==> config.mk <==
export PLATFORM = sky130hd
export DESIGN_NAME = mvu_dot_accumulator
export DESIGN_NICKNAME = d
export VERILOG_FILES = /design/src/rtl/mvu_dot_accumulator.sv
export SDC_FILE = /design/constraint.sdc
export NUM_CORES = 1
export LEC_CHECK = 0
export CAP_MARGIN = 20
export CORE_MARGIN = 8
export CORE_UTILIZATION = 50
export DETAILED_ROUTE_END_ITERATION = 12
export DONT_BUFFER_PORTS = 1
export HOLD_SLACK_MARGIN = 0.03
export PLACE_DENSITY_LB_ADDON = 0.12
export REMOVE_ABC_BUFFERS = 1
export SLEW_MARGIN = 10
export SYNTH_ARGS = -nofsm -noshare
export SYNTH_HDL_FRONTEND = slang
export SYNTH_HIERARCHICAL = 1
export SYNTH_SLANG_ARGS = --single-unit
==> constraint.sdc <==
create_clock -name clk -period 7.7 [get_ports clk]
set_input_delay 1.54 -clock clk [delete_from_list [all_inputs] [get_ports clk]]
set_output_delay 1.54 -clock clk [all_outputs]
set_load 0.02 [all_outputs]
==> src/rtl/mvu_dot_accumulator.sv <==
// MVU compute stage: joins the replayed activation stream with the weight stream,
// forms a SIMD-lane signed dot product per item pair and accumulates it per sequence.

module mvu_dot_lane #(
  parameter int AW   = 8,
  parameter int WW   = 8,
  parameter int ACCW = 24
) (
  input  logic signed [AW-1:0]   i_a,
  input  logic signed [WW-1:0]   i_w,
  output logic signed [ACCW-1:0] o_p
);
  logic signed [AW+WW-1:0] w_prod;

  // Full-precision product, then sign-extended into the accumulator width.
  assign w_prod = (AW+WW)'(i_a) * (AW+WW)'(i_w);
  assign o_p    = ACCW'(w_prod);
endmodule

module mvu_dot_accumulator #(
  parameter int SIMD = 4,
  parameter int AW   = 8,
  parameter int WW   = 8,
  parameter int ACCW = 24
) (
  input  logic                 clk,
  input  logic                 rst,
  input  logic [SIMD*AW-1:0]   a_dat,
  input  logic                 a_last,
  input  logic                 a_fin,
  input  logic                 a_vld,
  output logic                 a_rdy,
  input  logic [SIMD*WW-1:0]   w_dat,
  input  logic                 w_vld,
  output logic                 w_rdy,
  output logic [ACCW-1:0]      odat,
  output logic                 ofin,
  output logic                 ovld,
  input  logic                 ordy
);
  localparam int STAGES = 2;

  if (ACCW < AW + WW) begin : g_bad_accw
    $error("mvu_dot_accumulator: ACCW (%0d) must be >= AW+WW (%0d)", ACCW, AW + WW);
  end

  logic                      w_en;
  logic                      w_take;
  logic [STAGES:1]           r_vld_pipe;  // [1] item in stage 2, [2] result held at output
  logic [SIMD-1:0][ACCW-1:0] w_prod;
  logic [ACCW-1:0]           w_dot;
  logic [ACCW-1:0]           w_sum;
  logic [ACCW-1:0]           r_dot;
  logic [ACCW-1:0]           r_acc;
  logic [ACCW-1:0]           r_odat;
  logic                      r_l1;
  logic                      r_f1;
  logic                      r_ofin;

  // Whole pipeline advances together; only a held, unconsumed result stalls it.
  assign w_en   = !r_vld_pipe[STAGES] || ordy;
  assign a_rdy  = w_vld && w_en;
  assign w_rdy  = a_vld && w_en;
  assign w_take = a_vld && w_vld && w_en;

  for (genvar i = 0; i < SIMD; i++) begin : g_lane
    mvu_dot_lane #(
      .AW   (AW),
      .WW   (WW),
      .ACCW (ACCW)
    ) u_lane (
      .i_a (a_dat[i*AW +: AW]),
      .i_w (w_dat[i*WW +: WW]),
      .o_p (w_prod[i])
    );
  end

  // Lane products are already sign-extended, so a modular ACCW-bit sum is exact mod 2^ACCW.
  always_comb begin
    w_dot = '0;
    for (int i = 0; i < SIMD; i++) w_dot = w_dot + w_prod[i];
  end

  assign w_sum = r_acc + r_dot;

  always_ff @(posedge clk) begin
    if (rst) begin
      r_vld_pipe <= '0;
      r_dot      <= '0;
      r_l1       <= 1'b0;
      r_f1       <= 1'b0;
      r_acc      <= '0;
      r_odat     <= '0;
      r_ofin     <= 1'b0;
    end else if (w_en) begin
      r_vld_pipe <= {r_vld_pipe[1] && r_l1, w_take};
      r_dot      <= w_dot;
      r_l1       <= a_last;
      r_f1       <= a_fin;
      if (r_vld_pipe[1]) begin
        if (r_l1) begin
          r_odat <= w_sum;
          r_ofin <= r_f1;
          r_acc  <= '0;
        end else begin
          r_acc  <= w_sum;
        end
      end
    end
  end

  assign odat = r_odat;
  assign ofin = r_ofin;
  assign ovld = r_vld_pipe[STAGES];
endmodule

=== After elaboration in Yosys (flattened, before gate mapping) ===
Index checks and enable logic that the tools add are counted.

* Add/subtract/negate cells: 4
* Multipliers: 4
* Div/mod/pow operators: 0
* $lt $le $gt $ge: 0
* Eq/ne operators: 0
* Shifts and indexed selects: 0
* Mux-type cells: 1
* Bitwise logic cells: 0
* Reductions and logical operators: 9

{| class="wikitable"
|+ Operators with widths
! kind !! number
|-
| $mul 8x8->16 || 4
|-
| $add 24x24->24 || 1
|-
| $mux 24 || 1
|-
| $add 18x16->19 || 1
|-
| $add 17x16->18 || 1
|-
| $add 16x16->17 || 1
|-
| $logic_and 1x1->1 || 5
|-
| $reduce_and 3->1 || 1
|-
| $reduce_and 2->1 || 1
|-
| $logic_not 1->1 || 1
|-
| $logic_or 1x1->1 || 1
|}

* Register bits: 77
* Bits in latches: 0
* Memory bits (writable): 0
* ROM bits: 0
* Bits of input ports: 71
* Output and inout port bits: 28
* Logic and storage cells: 25
* Memories: 0

=== Depth between registers and ports, before layout ===
Gate-level depths: netlist (run 1).

* Depth in word-level cells: 4
* Mapped depth: 31
* Depth with buffers taken out: 30

=== Cells and area by module ===
Netlist (run 1), hierarchy kept.

{| class="wikitable"
|+ By module, submodules not included
! module !! instances !! cells each !! area each (µm²) !! sequential area each (µm²)
|-
| mvu_dot_lane at g_lane[0].u_lane ... || 3 || 292 || 2572.5 || 0.0
|-
| mvu_dot_accumulator || 1 || 800 || 6444.9 || 1541.5
|-
| mvu_dot_lane at g_lane[3].u_lane || 1 || 292 || 2571.2 || 0.0
|}

=== Worst setup path after synthesis (run 1) ===
OpenSTA, ideal clock, no wires.

* Kind: input -> register
* Start point: in w_dat[2]
* End point: reg r_dot[22]
* Arrival: 8.038 ns
* Data required time: 7.580 ns
* Path slack: -0.458 ns
* Cell stages on the path: 28
* Path buffers: 1
* Cells stage by stage: and2_1 -> fa_1 -> inv_1 -> fa_1 -> inv_1 -> fa_1 -> inv_1 -> fa_1 -> inv_1 -> ha_1 -> a21o_1 -> a21oi_2 -> a21oi_2 -> o41ai_2 -> xnor2_1 -> buf_4 -> inv_1 -> fa_1 -> fa_1 -> inv_1 -> ha_1 -> o21ai_0 -> a21boi_0 -> a21oi_1 -> o21ai_0 -> o41ai_1 -> nor4_1 -> a211o_1

{| class="wikitable"
|+ RTL lines
! item !! RTL line !! source
|-
| start: declaration || 33 || <nowiki>input logic [SIMD*WW-1:0] w_dat,</nowiki>
|-
| end signal: assignment || 97 || <nowiki>r_dot <= w_dot;</nowiki>
|-
| end: declaration || 53 || <nowiki>logic [ACCW-1:0] r_dot;</nowiki>
|}

==> impl_results.md, run 1 <==
* Crit path top cell by count: fa_1
* Number of global-route vias before repair at 13347
* Share of the synthesized area in the top cell type at 31.9%
* Register area at 1540 um2
* Asr flop ratio synth at 0%
* Skew final at 0.00772 ns
* # hold bufs at CTS at 0
* Synth warn at 6
* DIE WIDTH at 199 um
* Fmax at 130 MHz
* Area contributors post-synth: fa_1, ha_1, inv_1, dfxtp_1, and2_1
* #FFs+latches synth at 77
* Crit path arrival time at 7.94 ns
* DR vias at 12758
* Syn Inst Count at 1968
* Critical path required time at 7.92 ns
* Unrepaired setup endpoints after global routing: yes
* Least-Margin Pin Slew at 1.01 ns
* Mapped Area at 16700 um2
* Core Util, Final at 57.3%
* Final min period at 7.72 ns
* Largest net degree at the start of global routing at 67
* Startpoint Class: input pin
* GPL Wtd Cong at 0.833
* Hold-critical path depth at 2
* CTS clk-pin slew, worst paths at 0.06 ns
* Status: finished with violations
* Final hold vios at 0
* Max cap viols at 0
* Antenna violations before repair at 0
* Pre-CTS setup slack at -0.705 ns
* TritonCTS Buffers at 9
* Slowest CP cell: fa_1
* Initial core utilization at 50.3%
* Synth-to-Final Area Change at 13.9%
* Root Driver: clkbuf_16
* Slew HR at 32.4%
* Total core area at 33300 um2
* Setup WS post-layout at -0.0171 ns
* Footprint of the multi-input gates at 13500 um2
* CTS Sinks at 77
* Layout Nets at 2593
* Hold Slack at 0.449 ns
* CTS tree: yes
* Primary FF master, synth: dfxtp_1
* Yosys cell types at 68
* Sequential fraction of the synthesis area at 9.21%
* FF-to-FF path depth at 10
* Post-synth EDFFs at 0
* Synth area leader: fa_1
* Crit path capture type: register
* Max Slew Vio Count at 0
* Final Cycle Share at 100%
* DIE AREA at 39600 um2
* DRC Markers at 0
* First DRT Iteration DRCs at 364
* First-pass GRT wire length at 63.2 mm
* Cell with the most instances after synthesis: inv_1
* Failing checks: negative setup slack
* Synth Area per Inst at 8.50 um2
* Crit path largest cell delay at 0.58 ns
* Post-DP HPWL at 31.0 mm
* Synth cell count leaders: inv_1, fa_1, and2_1, ha_1, nand2_1
* Worst Path Max Fanout at 8
* Antenna viol nets, final at 0
* Port Buffers at 0
* H-tree Lvls at 3
* FP Rows at 67
* Clock buffer depth at 2
* Share of post-route cells with drive strength above 1 at 15.1%
* Via-to-Cell Ratio at 5.01
* Fill cell count at 3084
* Die H at 199 um
* Diodes inserted at 0
* Critical path class: in2reg
* Worst-skew pair later-pin latency at 0.33 ns
* Setup violations, final at 1
* Total routed wirelength at 36.6 mm
* Total gr overflow at 0
* IO Pins at 99
* Drt wl/cell at 14.4 um
* Overall Global Routing Usage at 19.2%
* DR pass1 iterations at 5
* Min-Delay Path Class: reg2reg
==> cell usage in the layout (no fill, tap or decap), types with 4 or more instances in the layout <==
| master | n |
|---|---|
| xor2_1 | 20 |
| nand4_1 | 16 |
| dfxtp_1 | 77 |
| fa_1 | 265 |
| o21ai_2 | 7 |
| ha_4 | 13 |
| or4_1 | 9 |
| inv_2 | 23 |
| a22o_1 | 11 |
| xnor2_1 | 68 |
| ha_1 | 149 |
| o21a_1 | 13 |
| nand2b_1 | 7 |
| buf_6 | 9 |
| a22oi_1 | 9 |
| buf_4 | 170 |
| a21oi_1 | 96 |
| a21o_1 | 27 |
| a31oi_1 | 6 |
| mux2_2 | 4 |
| o21ai_1 | 11 |
| and3_1 | 4 |
| and2_4 | 6 |
| a21oi_2 | 18 |
| and2_1 | 175 |
| o21bai_1 | 4 |
| o211ai_1 | 8 |
| o31a_1 | 6 |
| clkbuf_16 | 9 |
| nand3_1 | 26 |
| nand3_2 | 5 |
| nor3b_1 | 5 |
| nand2_1 | 144 |
| nor2b_1 | 35 |
| o21ai_0 | 23 |
| a211oi_1 | 4 |
| inv_1 | 436 |
| nor2_1 | 75 |
| o41ai_2 | 5 |
| nor3_1 | 23 |
==> final timing paths <==
kind                                start        end  slack [ns]
worst max-delay path            w_dat[10]  r_dot[22]       -0.02
worst min-delay path                 r_f1       r_f1        0.45
worst max register to register   r_dot[0]  r_acc[20]        5.16
worst min register to register       r_f1       r_f1        0.45
==> worst max-delay path, delay by kind of cell <==
family	cells	cell delay (ns)
compound gates	8	1.65
xor+xnor	1	0.20
fa+ha+maj	8	3.50
buf+inv	7	0.47
simple gates	3	0.60
==> timing repair <==
| item | 4_1_cts | 5_1_grt |
|---|---|---|
| pin swaps | 56 | 50 |
| setup buffers | 11 | 10 |
| cloned | 0 | 0 |
| setup endpoints to repair | 7 | 11 |
| resized for setup | 45 | 72 |
==> state kept, by name, summed over array words and instances, names as in the netlist <==
register and cells:
ofin 1, r_vld_pipe 2, odat 24, r_dot 24, r_l1 1, r_acc 24
r_f1 1
==> stage by stage <==
step / instance area (um2) / instances / TNS [ns]
floorplan: 16400 / 1903 / -1.36
global placement: 18100 / 2509 / -4.47
detailed placement: 18100 / 2509 / -5.10
CTS: 18700 / 2536 / -0.00611
global route: 19100 / 2546 / -1.02
finish: 19100 / 2546 / -0.0171
==> layer usage <==
metal  GRT usage (%)  routed length, um  vias up  share of wire, %
met2            33.2              17500      183                48
met5               0                  0        -                 0
met1            25.9              17300     6179                47
li1                -                  -     6354                 -
met4            3.90                609        0               1.7
met3            1.69               1210       42               3.3
==> logic make-up (layout without fill, tap and decap cells) <==
logic type	count (synthesis)	count (layout)	share of synthesized area, %
flip-flops	77	77	9.21
AND/OR/NAND/NOR	558	558	17.7
AO/OA/AOI/OAI	283	283	11.4
XOR/XNOR	91	91	4.85
buffers and inverters	525	655	12.5
multiplexers	5	5	0.329
adder cells (fa/ha/maj)	429	429	44.1
==> cell type report <==
| type | instances | share of cell area, % |
|---|---|---|
| multi-input cells | 1366 | 71.0 |
| inverters | 460 | 9.07 |
| flip-flops and latches | 77 | 8.09 |
| repair buffers | 179 | 7.23 |
| well taps | 448 | 2.94 |
| clock buffers | 13 | 1.42 |
| clock inverters | 3 | 0.223 |
Power of run 1 is not shown: default switching activity piles up to over one toggle a cycle in this logic, so the estimate is an artifact.
==> run 2: changes to the inputs <==
--- a/config.mk
+++ b/config.mk
@@ -5,7 +5,6 @@
 export SDC_FILE = /design/constraint.sdc
 export NUM_CORES = 1
 export LEC_CHECK = 0
-export CAP_MARGIN = 20
 export CORE_MARGIN = 8
 export CORE_UTILIZATION = 50
 export DETAILED_ROUTE_END_ITERATION = 12
@@ -16,5 +15,4 @@
 export SLEW_MARGIN = 10
 export SYNTH_ARGS = -nofsm -noshare
 export SYNTH_HDL_FRONTEND = slang
-export SYNTH_HIERARCHICAL = 1
 export SYNTH_SLANG_ARGS = --single-unit
==> impl_results.md, run 2 <==
* Slew HR at 37.4% (+5.0 points)
* DR pass1 iterations at 4 (-1)
* Worst path cell trace: and2_1 -> fa_1 -> inv_1 -> fa_1 -> inv_2 -> fa_1 -> fa_2 -> fa_1 -> fa_1 -> inv_1 -> fa_1 -> fa_1 -> inv_2 -> ha_4 -> nand3_2 -> o22ai_4 -> o211ai_1 -> a21oi_2 -> o21ai_2 -> a211oi_2 -> mux2i_1 -> nor4_1
* Area contributors post-synth: fa_1, ha_1, inv_1, dfxtp_1, and2_1
* Antenna violations before repair at 0 (unchanged)
* Cell with the most instances after synthesis: inv_1
* Share of post-route cells with drive strength above 1 at 4.59% (-11 points)
* Hold-critical path depth at 2 (unchanged)
* Final std cells w/o fill at 2024 (-21%)
* Worst Path Max Fanout at 8 (unchanged)
* Post-synth EDFFs at 0 (unchanged)
* Critical path class: in2reg
* Critical path required time at 7.93 ns (about the same)
* First-pass GRT wire length at 55.2 mm (-13%)
* Crit path largest cell delay at 0.57 ns (about the same)
* Commonest cells after routing, fill and taps aside: inv_1, fa_1, nand2_1
* Crit path top cell by count: fa_1
* Max cap viols at 0 (unchanged)
* HP Start: r_f1
* Asr flop ratio synth at 0% (unchanged)
* Initial core utilization at 50.3% (about the same)
* Die H at 188 um (-5.6%)
* Startpoint Class: input pin
* CTS tree: yes
* Unrepaired setup endpoints after global routing: no
* Port Buffers at 0 (unchanged)
* Synth cell count leaders: inv_1, fa_1, nand2_1, and2_1, ha_1
* Sequential fraction of the synthesis area at 9.77% (+0.56 points)
* Syn Inst Count at 1607 (-18%)
* Synth warn at 0 (-6)
* DIE WIDTH at 188 um (-5.6%)
* Final min period at 7.43 ns (-0.287 ns)
* Mapped Area at 14700 um2 (-12%)
* Min-Delay Path Class: reg2reg
* Synth-to-Final Area Change at 7.00%
* Overall Global Routing Usage at 19.5% (+0.34 points)
* Clock buffer depth at 2 (unchanged)
* Worst-skew pair later-pin latency at 0.33 ns (about the same)
* DIE AREA at 35300 um2 (-11%)
* FP Rows at 63 (-6.0%)
* Worst setup startpoint: a_dat[13]
* Crit path arrival time at 7.66 ns (-0.28 ns)
* IO Pins at 99 (unchanged)
* Max Slew Vio Count at 0 (unchanged)
* Total gr overflow at 0 (unchanged)
* Least-Margin Pin Slew at 0.939 ns (-0.0751 ns)
* Setup violations, final at 0 (-1)
* H-tree Lvls at 3 (unchanged)
* CTS clk-pin slew, worst paths at 0.05 ns (about the same)
* FF-to-FF path depth at 10 (unchanged)
* Skew final at 0.00386 ns (-0.00385 ns)
* Largest net degree at the start of global routing at 85 (+27%)
* Root Driver: clkbuf_16
* Post-DP HPWL at 29.5 mm (-5.1%)
* Final Cycle Share at 96.5% (-3.7 points)
* Synth area leader: fa_1
* Slowest CP cell: fa_1
* Setup TNS at 0 ns (+0.0171 ns)
* Layout Nets at 2149 (-17%)
* Synth Area per Inst at 9.18 um2 (+7.9%)
* CTS Sinks at 72 (-6.5%)
* Total routed wirelength at 33.1 mm (-9.6%)
* GPL Wtd Cong at 0.887 (+6.5%)
* TritonCTS Buffers at 9 (unchanged)
* Drt wl/cell at 16.4 um (+14%)
* Share of the synthesized area in the top cell type at 44.4% (+12 points)
* Via-to-Cell Ratio at 5.02 (+0.11%)
* Crit path capture type: register
* Yosys cell types at 51 (-25%)
* Number of global-route vias before repair at 10928 (-18%)
* Fmax at 135 MHz (+3.9%)
* DR vias at 10153 (-20%)
* Most common cell after layout, fill and taps aside: inv_1
* #FFs+latches synth at 72 (-6.5%)
* Total core area at 29300 um2 (-12%)
* Antenna viol nets, final at 0 (unchanged)
* Placement Cell Area at 15400 um2 (-15%)
* Status: finished, final reports clean
* First DRT Iteration DRCs at 346 (-4.9%)
* Worst r2r src: r_dot[0]
* Final hold vios at 0 (unchanged)
* DRC Markers at 0 (unchanged)
* Placed insts at 2008 (-20%)
* Primary FF master, synth: dfxtp_1
* Final Cell Area at 15800 um2 (-17%)
* Diodes inserted at 0 (unchanged)
[run 2: layout make-up]
type	count	area [um2]
clock buffers	13	260
clock inverters	3	40.0
fillers	2768	13500
inverters	402	1510
multi-input cells	1104	11700
flip-flops and latches	72	1440
well taps	390	488
repair buffers	40	300
[run 2: worst max-delay path: cells and delay by family]
| family | cells | cell delay, ns |
|---|---|---|
| AOI/OAI and AO/OA | 5 | 0.87 |
| and+or+nand+nor | 3 | 0.53 |
| muxes | 1 | 0.10 |
| adders and majority gates | 9 | 4.42 |
| buffers and inverters | 4 | 0.20 |
[run 2: cells by family (layout without fill, tap and decap cells)]
kind of cell | Yosys count | in the layout | share of synthesized area (%)
AO/OA/AOI/OAI | 155 | 155 | 6.62
XOR/XNOR | 39 | 39 | 2.32
adder cells (fa/ha/maj) | 449 | 449 | 54.7
buffers and inverters | 431 | 458 | 11.0
flip-flops | 72 | 72 | 9.77
multiplexers | 2 | 2 | 0.136
AND/OR/NAND/NOR | 459 | 459 | 15.4
[run 2: path summary, 6_finish.rpt]
check	endpoint	slack [ns]
max	r_dot[22]	0.27
max reg2reg	odat[22]	4.78
min reg2reg	ofin	0.45
min	ofin	0.45
[run 2: repair_timing]
item | in CTS | in global routing
hold buffers | 0 | 0
gates resized for setup | 0 | 16
endpoints found under the hold margin | 0 | 0
setup endpoints to repair | 0 | 3
buffers inserted | 0 | 0
[run 2: per-layer routing]
layer | routed length (um) | GRT usage [%] | vias to the layer above
met3 | 1080 | 2.60 | 46
met4 | 1140 | 6.91 | 0
met1 | 12800 | 21.8 | 5091
met5 | 0 | 0 | -
li1 | - | - | 4868
met2 | 18100 | 37.3 | 148
[run 2: stage by stage]
step | hold slack (ns) | utilization, % | setup slack (ns)
after floorplan | 0.426 | - | 0.0439
after global placement | 0.438 | 52.6 | -0.184
after detailed placement | 0.439 | 52.6 | -0.283
after CTS | 0.447 | 53.6 | 0.0667
after global routing | 0.463 | 53.8 | 0.0135
final | 0.447 | 53.8 | 0.270
Power of run 2 is left out for the same reason.
==> run 3: changes to the inputs <==
--- a/config.mk
+++ b/config.mk
@@ -6,7 +6,7 @@
 export NUM_CORES = 1
 export LEC_CHECK = 0
 export CORE_MARGIN = 8
-export CORE_UTILIZATION = 50
+export CORE_UTILIZATION = 30
 export DETAILED_ROUTE_END_ITERATION = 12
 export DONT_BUFFER_PORTS = 1
 export HOLD_SLACK_MARGIN = 0.03
==> impl_results.md, run 3 (synthesis results as in run 2) <==
* H-tree Lvls at 3 (unchanged)
* DRC Markers at 0 (unchanged)
* Setup TNS at 0 ns (unchanged)
* Number of global-route vias before repair at 11437 (+4.7%)
* Largest net degree at the start of global routing at 85 (unchanged)
* GR peak layer: met2
* FP Rows at 81 (+29%)
* Initial core utilization at 30.3% (-20 points)
* Total routed wirelength at 37.1 mm (+12%)
* Max Slew Vio Count at 0 (unchanged)
* Antenna violations before repair at 0 (unchanged)
* Final min period at 7.39 ns (-0.0409 ns)
* Setup WS post-layout at 0.311 ns (+0.0409 ns)
* Drt wl/cell at 16.1 um (-1.8%)
* Final std cells w/o fill at 2309 (+14%)
* Worst Path Max Fanout at 8 (unchanged)
* Clock buffer depth at 2 (unchanged)
* Fill cell count at 5175 (+87%)
* Via-to-Cell Ratio at 4.37 (-13%)
* Final hold vios at 0 (unchanged)
* TritonCTS Buffers at 9 (unchanged)
* Total core area at 48700 um2 (+66%)
* DIE WIDTH at 238 um (+27%)
* Placed insts at 2293 (+14%)
* Total gr overflow at 0 (unchanged)
* First-pass GRT wire length at 61.5 mm (+12%)
* Worst-skew pair later-pin latency at 0.33 ns (about the same)
* Startpoint Class: input pin
* Worst setup startpoint: a_dat[31]
* Die H at 238 um (+27%)
* Least-Margin Pin Slew at 0.917 ns (-0.0216 ns)
* Diodes inserted at 0 (unchanged)
* FF-to-FF path depth at 10 (unchanged)
* Unrepaired setup endpoints after global routing: no
* Crit path arrival time at 7.65 ns (about the same)
* Commonest cells after routing, fill and taps aside: inv_1, fa_1, nand2_1
* CP Capture Point: r_dot[15]
* Critical path class: in2reg
* R2r endpoint: odat[22]
* Max cap viols at 0 (unchanged)
* Hold Slack at 0.459 ns (+0.0111 ns)
* CTS tree: yes
* Pre-CTS setup slack at -0.212 ns (+0.0708 ns)
* Met1 usage at 15.8% (-6.0 points)
* Worst r2r src: r_dot[0]
* Status: finished, final reports clean
* Share of post-route cells with drive strength above 1 at 4.86% (+0.27 points)
* Slew HR at 38.8% (+1.4 points)
* DR pass1 iterations at 4 (unchanged)
* Layout Nets at 2160 (+0.51%)
* Synth-to-Final Area Change at 9.82%
* Root Driver: clkbuf_16
* Final Cycle Share at 96.0% (-0.53 points)
* CTS Sinks at 72 (unchanged)
* FF-to-FF setup slack at 4.74 ns (-0.04 ns)
* Post-DP HPWL at 33.2 mm (+13%)
* Overall Global Routing Usage at 13.7% (-5.8 points)
* Min-Delay Path Class: reg2reg
* Critical path required time at 7.96 ns (+0.03 ns)
* Port Buffers at 0 (unchanged)
* IO Pins at 99 (unchanged)
* Antenna viol nets, final at 0 (unchanged)
* Grt met3 use at 1.53% (-1.1 points)
* Skew final at 0.00607 ns (+0.00221 ns)
* GPL Wtd Cong at 0.817 (-7.8%)
* First DRT Iteration DRCs at 333 (-3.8%)
* GRT met2 Usage at 27.1% (-10 points)
* Crit path capture type: register
* DIE AREA at 56500 um2 (+60%)
* CTS clk-pin slew, worst paths at 0.06 ns (about the same)
* Setup violations, final at 0 (unchanged)
* Most common cell after layout, fill and taps aside: inv_1
* DR vias at 10080 (-0.72%)
* Fmax at 135 MHz (+0.55%)
[run 3: worst min path at each step]
stage	startpoint	end	slack, ns	depth (start not counted)
floorplan	r_f1	ofin	0.43	2
global placement	r_f1	r_f1	0.43	2
detailed placement	r_f1	r_f1	0.45	2
CTS	r_f1	r_f1	0.46	2
global route	r_dot[15]	r_dot[15]	0.48	2
finish	r_f1	r_f1	0.46	2
[run 3: worst max-delay path, cell delays in order]
cell,delay [ns]
and2_1,0.20
fa_1,0.57
fa_1,0.57
inv_1,0.06
fa_1,0.56
fa_1,0.45
fa_1,0.56
fa_1,0.43
fa_1,0.46
fa_1,0.50
inv_1,0.05
ha_1,0.30
a211o_1,0.32
buf_4,0.14
a21oi_1,0.23
o211ai_1,0.16
buf_4,0.15
nand2_1,0.06
xnor2_1,0.12
nand2_1,0.07
a21oi_1,0.14
[run 3: final cells by class]
| class | instances | area, um2 | share of cell area, % |
|---|---|---|---|
| timing repair buffer | 51 | 383 | 2.36 |
| clock buffer | 10 | 239 | 1.48 |
| tap | 664 | 831 | 5.13 |
| multi-input combinational | 1104 | 11700 | 72.3 |
| inverter | 402 | 1510 | 9.32 |
| clock inverter | 6 | 82.6 | 0.510 |
| sequential | 72 | 1440 | 8.90 |
[run 3: timing repair]
| action | CTS | global route |
|---|---|---|
| buffers inserted | 0 | 0 |
| resized for setup | 0 | 8 |
| endpoints found under the setup margin | 0 | 5 |
| endpoints found under the hold margin | 0 | 0 |
| hold buffers | 0 | 0 |
[run 3: metal layers]
metal | up-vias | share of wire (%)
met5 | - | 0
met4 | 0 | 1.1
met3 | 23 | 2.8
met2 | 95 | 56
met1 | 5074 | 40
li1 | 4888 | -
[run 3: stage by stage]
step,utilization (%),instance area [um2]
floorplan,-,14600
global placement,32.5,15900
detailed placement,32.5,15900
CTS,33.2,16200
global route,33.2,16200
finish,33.2,16200
Power of run 3 is left out for the same reason.
